--- src/rtl/ring_sequencer_pkg.sv ---
// Shared types and widths for the ring head-of-chain sequencer.
package ring_sequencer_pkg;

    typedef enum logic [1:0] {
        ST_IDLE  = 2'd0,
        ST_ISSUE = 2'd1,
        ST_WAIT  = 2'd2
    } state_e;

    localparam int TIMER_W = 24;
    localparam int CNT_W   = 16;

endpackage

--- src/rtl/ring_fifo.sv ---
// Synchronous first-word fall-through FIFO; a full FIFO refuses writes even if
// a read happens in the same cycle.
module ring_fifo #(
    parameter int W  = 9,
    parameter int AW = 9
) (
    input  logic          i_clk,
    input  logic          i_rst,
    input  logic          i_wr_en,
    input  logic [W-1:0]  i_wr_data,
    input  logic          i_rd_en,
    output logic [W-1:0]  o_rd_data,
    output logic          o_rd_valid,
    output logic          o_full,
    output logic [AW:0]   o_count
);

    localparam logic [AW:0] DEPTH = {1'b1, {AW{1'b0}}};

    logic [W-1:0]  mem_q [2**AW];
    logic [AW-1:0] wr_ptr_q, wr_ptr_d;
    logic [AW-1:0] rd_ptr_q, rd_ptr_d;
    logic [AW:0]   count_q, count_d;
    logic          wr_ok, rd_ok;

    always_comb begin
        o_full     = (count_q == DEPTH);
        o_rd_valid = (count_q != '0);
        wr_ok      = i_wr_en && !o_full;
        rd_ok      = i_rd_en && o_rd_valid;

        wr_ptr_d = wr_ptr_q;
        rd_ptr_d = rd_ptr_q;
        count_d  = count_q;
        if (wr_ok) wr_ptr_d = wr_ptr_q + 1'b1;
        if (rd_ok) rd_ptr_d = rd_ptr_q + 1'b1;
        case ({wr_ok, rd_ok})
            2'b10:   count_d = count_q + 1'b1;
            2'b01:   count_d = count_q - 1'b1;
            default: count_d = count_q;
        endcase
    end

    always_ff @(posedge i_clk) begin
        if (i_rst) begin
            wr_ptr_q <= '0;
            rd_ptr_q <= '0;
            count_q  <= '0;
        end else begin
            wr_ptr_q <= wr_ptr_d;
            rd_ptr_q <= rd_ptr_d;
            count_q  <= count_d;
        end
    end

    // Storage is not reset; the pointers alone define what is valid.
    always_ff @(posedge i_clk) begin
        if (wr_ok) mem_q[wr_ptr_q] <= i_wr_data;
    end

    assign o_rd_data = mem_q[rd_ptr_q];
    assign o_count   = count_q;

endmodule

--- src/rtl/ring_sequencer.sv ---
// Head-of-ring controller: issues the single token, counts returns, regenerates
// on timeout, and buffers ring bytes toward an AXI-Stream sink.
module ring_sequencer
    import ring_sequencer_pkg::*;
#(
    parameter int DW       = 8,
    parameter int FIFO_AW  = 9,
    parameter int RESERVE  = 256,
    parameter int TIMEOUT  = 65535
) (
    input  logic             i_clk,
    input  logic             i_rst,
    input  logic             i_en,
    input  logic [DW-1:0]    i_data,
    input  logic             i_last,
    input  logic             i_valid,
    input  logic             i_token,
    output logic             o_token,
    output logic [DW-1:0]    o_tdata,
    output logic             o_tlast,
    output logic             o_tvalid,
    input  logic             i_tready,
    output logic [CNT_W-1:0] o_rounds,
    output logic [CNT_W-1:0] o_msgs,
    output logic             o_timeout,
    output logic             o_overflow
);

    localparam logic [FIFO_AW:0] DEPTH = {1'b1, {FIFO_AW{1'b0}}};

    state_e             state_q, state_d;
    logic [TIMER_W-1:0] timer_q, timer_d;
    logic               token_q, token_d;
    logic [CNT_W-1:0]   rounds_q, rounds_d;
    logic [CNT_W-1:0]   msgs_q, msgs_d;
    logic               timeout_q, timeout_d;
    logic               overflow_q, overflow_d;

    logic [DW:0]        fifo_rd_data;
    logic               fifo_full;
    logic [FIFO_AW:0]   fifo_count;
    logic [FIFO_AW:0]   free;
    logic               free_ok;
    logic               wr_accept;

    ring_fifo #(
        .W  (DW + 1),
        .AW (FIFO_AW)
    ) u_fifo (
        .i_clk      (i_clk),
        .i_rst      (i_rst),
        .i_wr_en    (i_valid),
        .i_wr_data  ({i_last, i_data}),
        .i_rd_en    (i_tready),
        .o_rd_data  (fifo_rd_data),
        .o_rd_valid (o_tvalid),
        .o_full     (fifo_full),
        .o_count    (fifo_count)
    );

    always_comb begin
        free      = DEPTH - fifo_count;
        // Compare at 32 bits so a RESERVE larger than the FIFO simply never issues.
        free_ok   = (32'(free) >= 32'(RESERVE));
        wr_accept = i_valid && !fifo_full;

        state_d    = state_q;
        timer_d    = timer_q;
        rounds_d   = rounds_q;
        msgs_d     = msgs_q;
        timeout_d  = timeout_q;
        overflow_d = overflow_q;

        if (wr_accept && i_last) msgs_d = msgs_q + 1'b1;
        if (i_valid && fifo_full) overflow_d = 1'b1;

        case (state_q)
            ST_IDLE: begin
                if (i_en && free_ok) state_d = ST_ISSUE;
            end
            ST_ISSUE: begin
                timer_d = TIMER_W'(TIMEOUT - 1);
                state_d = ST_WAIT;
            end
            ST_WAIT: begin
                // A return on the final timer cycle still counts as a round.
                if (i_token) begin
                    rounds_d = rounds_q + 1'b1;
                    state_d  = ST_IDLE;
                end else if (timer_q == '0) begin
                    timeout_d = 1'b1;
                    state_d   = ST_IDLE;
                end else begin
                    timer_d = timer_q - 1'b1;
                end
            end
            default: state_d = ST_IDLE;
        endcase

        token_d = (state_d == ST_ISSUE);
    end

    always_ff @(posedge i_clk) begin
        if (i_rst) begin
            state_q    <= ST_IDLE;
            timer_q    <= '0;
            token_q    <= 1'b0;
            rounds_q   <= '0;
            msgs_q     <= '0;
            timeout_q  <= 1'b0;
            overflow_q <= 1'b0;
        end else begin
            state_q    <= state_d;
            timer_q    <= timer_d;
            token_q    <= token_d;
            rounds_q   <= rounds_d;
            msgs_q     <= msgs_d;
            timeout_q  <= timeout_d;
            overflow_q <= overflow_d;
        end
    end

    assign o_token    = token_q;
    assign o_tdata    = fifo_rd_data[DW-1:0];
    assign o_tlast    = fifo_rd_data[DW];
    assign o_rounds   = rounds_q;
    assign o_msgs     = msgs_q;
    assign o_timeout  = timeout_q;
    assign o_overflow = overflow_q;

endmodule

--- config.mk ---
export PLATFORM = sky130hd
export DESIGN_NAME = ring_sequencer
export DESIGN_NICKNAME = d
export VERILOG_FILES = /design/src/rtl/ring_sequencer_pkg.sv /design/src/rtl/ring_fifo.sv /design/src/rtl/ring_sequencer.sv
export SDC_FILE = /design/constraint.sdc
export NUM_CORES = 2
export LEC_CHECK = 0
export BUFFER_PORTS_ARGS = -buffer_cell sky130_fd_sc_hd__buf_4
export CORE_MARGIN = 3
export CORE_UTILIZATION = 50
export DETAILED_ROUTE_END_ITERATION = 16
export PLACE_DENSITY = 0.65
export SKIP_LAST_GASP = 1
export SLEW_MARGIN = 25
export SYNTH_ARGS = -nofsm -noshare
export SYNTH_HDL_FRONTEND = slang
export SYNTH_MEMORY_MAX_BITS = 65536
export SYNTH_SLANG_ARGS = --single-unit
export TNS_END_PERCENT = 1
--- constraint.sdc ---
create_clock -name i_clk -period 5.7 [get_ports i_clk]
set_clock_uncertainty 0.2 [all_clocks]
set_input_delay 0.855 -clock i_clk [delete_from_list [all_inputs] [get_ports i_clk]]
set_output_delay 0.855 -clock i_clk [all_outputs]
set_load 0.005 [all_outputs]
==> results_dict.tcl <==
set metrics [dict create \
    clk_path_buf_depth 4 \
    synth_top_family_by_area "multiplexers" \
    max_freq_ghz 0.1754 \
    crit_type "reg -> out" \
    power_mw 81.01 \
    finalCriticalPeriod_ns 5.701 \
    wire_per_inst_um 32.81 \
    setup_ws_ns -0.001191 \
    slew_headroom_pct 21.80 \
    initial_core_util_pct 50.39 \
    nets 8823 \
    pwr_density_cell_mw_per_mm2 391.4 \
    vias 89365 \
    io_pins 60 \
    crit_required_ns 4.64 \
    p_leak_nw 62.27 \
    grt_pass1_vias 89499 \
    cts_sinks 4706 \
    critPathLaunchType "flop" \
    endpoint_kind "primary output" \
    hp-start "i_en" \
    finalHoldViolCount 0 \
    reg2reg_setup_slack_ns 0.80 \
    syn_inst 8362 \
    syn_area_per_cell_um2 21.73 \
    syn_nets 8388 \
    numCtsBuffers 456 \
    reg2reg_from "u_fifo.o_count[4]" \
    grt_pass1_wl_um 655900 \
    synth_xor_area_share_pct 0.3181 \
    yosys_most_used_dff "edfxtp_1" \
    ctsHtreeMaxLevel 5 \
    ys_ff_latch 4706 \
    rows 220 \
    place_congestion 0.8277 \
    maxCapViolCount 0 \
    max-vdd-ir-drop_v 0.0002912 \
    grt_start_max_net_pins 178 \
    antenna_found_initial 19 \
    dieArea_mm2 0.3707 \
    post-dp-hpwl_um 260900 \
    firstDrtPassIters 6 \
    synthDistinctLibCells 63 \
    clock_latency_ns 0.99 \
    synth_edf_count 4608 \
    arrival_ns 4.65 \
    drc_errors 0 \
    drive_gt1_share_pct 28.96 \
    rsz0062_at_grt "true" \
    fp.dieW_um 608.9 \
    yosysSeqAreaShare_pct 77.23 \
    root_buffer "clkbuf_16" \
    synth_compound_area_share_pct 2.821 \
    synth_warnings 0 \
    cts_tree "built" \
    multi_input_area_mm2 0.04011 \
    drv_slew 0 \
    gr-usage-all-layers_pct 24.42 \
    n_fill_cell 25670 \
    antenna_left 0 \
    setup_viol 1 \
    yosys.area_share.simple_pct 2.153 \
    yosys.area_share.adder_pct 0.07574 \
    clk_pin_slew_worst_paths_ns 0.06 \
    regArea_mm2 0.1404 \
    synthArstFlopShare_pct 0 \
    totalWireLength_um 458100 \
    synth.area.mux_share_pct 16.07 \
    port_buffers 59 \
    fin_tns_setup_ns -0.001191 \
    vias_per_cell 6.401 \
    drtIter0Drc 11818 \
    finalCritPeriodShare_pct 100.0 \
    core_area_mm2 0.3606 \
    die_h_um 608.9 \
    worstMarginPinSlew_ns 1.173 \
    status "finished with violations" \
    violations "setup timing" \
    synth.cell_area_mm2 0.1817 \
    worstPathMaxFanout 13 \
    synthToLayoutAreaGrowth_pct 13.92 \
    grt-ovfl-total 0 \
    hold_path.class "in -> reg" \
]
==> stage by stage <==
stage / setup WS (ns) / utilization [%] / instance area, um^2 / hold slack [ns] / cells
floorplan: 1.570 / - / 181700 / 0.2605 / 8362
finish: -0.001191 / 57.41 / 207000 / 0.1009 / 13961
global route: -0.05741 / 57.40 / 207000 / 0.06311 / 13953
global placement: -0.4072 / 52.60 / 189700 / 0.2563 / 13016
CTS: -0.03559 / 57.22 / 206300 / 0.02207 / 13922
detailed placement: 0.08403 / 52.63 / 189800 / 0.2729 / 13020
==> critical path: stages, from the launching register on <==
cell and delay [ns]:
dfxtp_4 0.36, buf_12 0.17, buf_16 0.18, buf_12 0.15, buf_16 0.17, mux4_2 0.53, o21ai_0 0.46, a221oi_2 0.20
nor4_4 0.62, buf_4 0.22, a22o_4 0.18, nor2_2 0.09, buf_4 0.14, buf_4 0.12
==> worst paths after layout <==
| check | endpoint | cells past startpoint |
|---|---|---|
| worst max-delay path | o_tlast | 13 |
| worst min-delay path | o_token | 3 |
| worst max register to register | u_fifo.o_count[8] | 13 |
| worst min register to register | o_overflow | 2 |
==> cells in the mapped netlist, drive strengths merged, types with 9 or more instances <==
cell | n | area, um^2
nor4 | 41 | 271.5
nor2b | 39 | 244.0
a211oi | 76 | 570.6
or3 | 14 | 87.58
o22a | 104 | 910.9
o2bb2ai | 34 | 297.8
buf | 260 | 1360
nor2 | 607 | 2278
nor3 | 16 | 80.08
o221ai | 124 | 1086
a21oi | 36 | 183.9
xor2 | 43 | 376.6
dfxtp | 98 | 1962
a221oi | 96 | 840.8
ha | 11 | 137.6
xnor2 | 23 | 201.4
and3 | 13 | 81.33
mux2 | 164 | 1847
mux4 | 1152 | 25940
mux2i | 141 | 1411
o21ai | 141 | 709.4
a22o | 17 | 148.9
edfxtp | 4608 | 138400
inv | 9 | 33.78
clkbuf | 274 | 1028
o22ai | 22 | 137.6
nand2 | 89 | 334.1
nand3 | 25 | 125.1
nand2b | 12 | 75.07
==> cell type report <==
cell class                      count  share of cell area (%)
Antenna cell                       10                 0.01209
Clock buffer                      569                   5.864
Clock inverter                    270                   1.121
Inverter                            9                 0.01632
Multi-Input combinational cell   3117                   19.38
Sequential cell                  4706                   67.80
Tap cell                         4773                   2.885
Timing Repair Buffer              507                   2.922
==> registers in the layout (all words and copies together) (netlist names), named ones only <==
signal and cells:
o_msgs 16, o_overflow 1, o_rounds 16, o_timeout 1, o_token 1, state_q 2
timer_q 24, u_fifo.mem_q 4608, u_fifo.o_count 10, u_fifo.rd_ptr_q 9, u_fifo.wr_ptr_q 9
==> report_power, final <==
group	leakage (nW)	switching, mW	internal [mW]	total (mW)
Clock	7.06	12.8	16.5	29.3
Combinational	13.0	6.84	6.63	13.5
Sequential	42.2	0.132	38.1	38.2
==> per-layer routing <==
layer	part of all wire [%]	routed length (um)	GRT usage [%]	up-vias
li1	-	-	-	36180
met1	40	181400	35.39	47859
met2	48	219500	38.18	4578
met3	9.4	43130	4.542	744
met4	3.1	14010	7.340	4
met5	0.0059	27	0	-
==> placed cells by master (no fill, tap or decap), drive strengths merged, types with 41 or more instances in the layout <==
| master | instances |
|---|---|
| mux2i | 141 |
| a211oi | 76 |
| nor2 | 608 |
| clkbuf | 578 |
| nor4 | 41 |
| o221ai | 124 |
| mux2 | 164 |
| xor2 | 43 |
| dfxtp | 98 |
| edfxtp | 4608 |
| o22a | 104 |
| o21ai | 141 |
| nand2 | 89 |
| buf | 481 |
| clkinv | 205 |
| a221oi | 96 |
| mux4 | 1152 |
==> logic make-up (layout without fill, tap and decap cells) <==
family | after synthesis | after routing
flops | 4706 | 4706
mux | 1457 | 1457
simple gates | 900 | 904
compound gates | 679 | 679
buf+inv | 543 | 1355
xor+xnor | 66 | 66
fa+ha+maj | 11 | 11
other cells | 0 | 10
==> timing repair <==
item,in CTS,in global routing
endpoints found under the setup margin,9,9
gates resized for setup,185,50
endpoints found under the hold margin,7,0
cloned,27,8
pin swaps,12,6
hold buffers,3,0
setup buffers,33,21
Power figures use the tool's default switching activity.
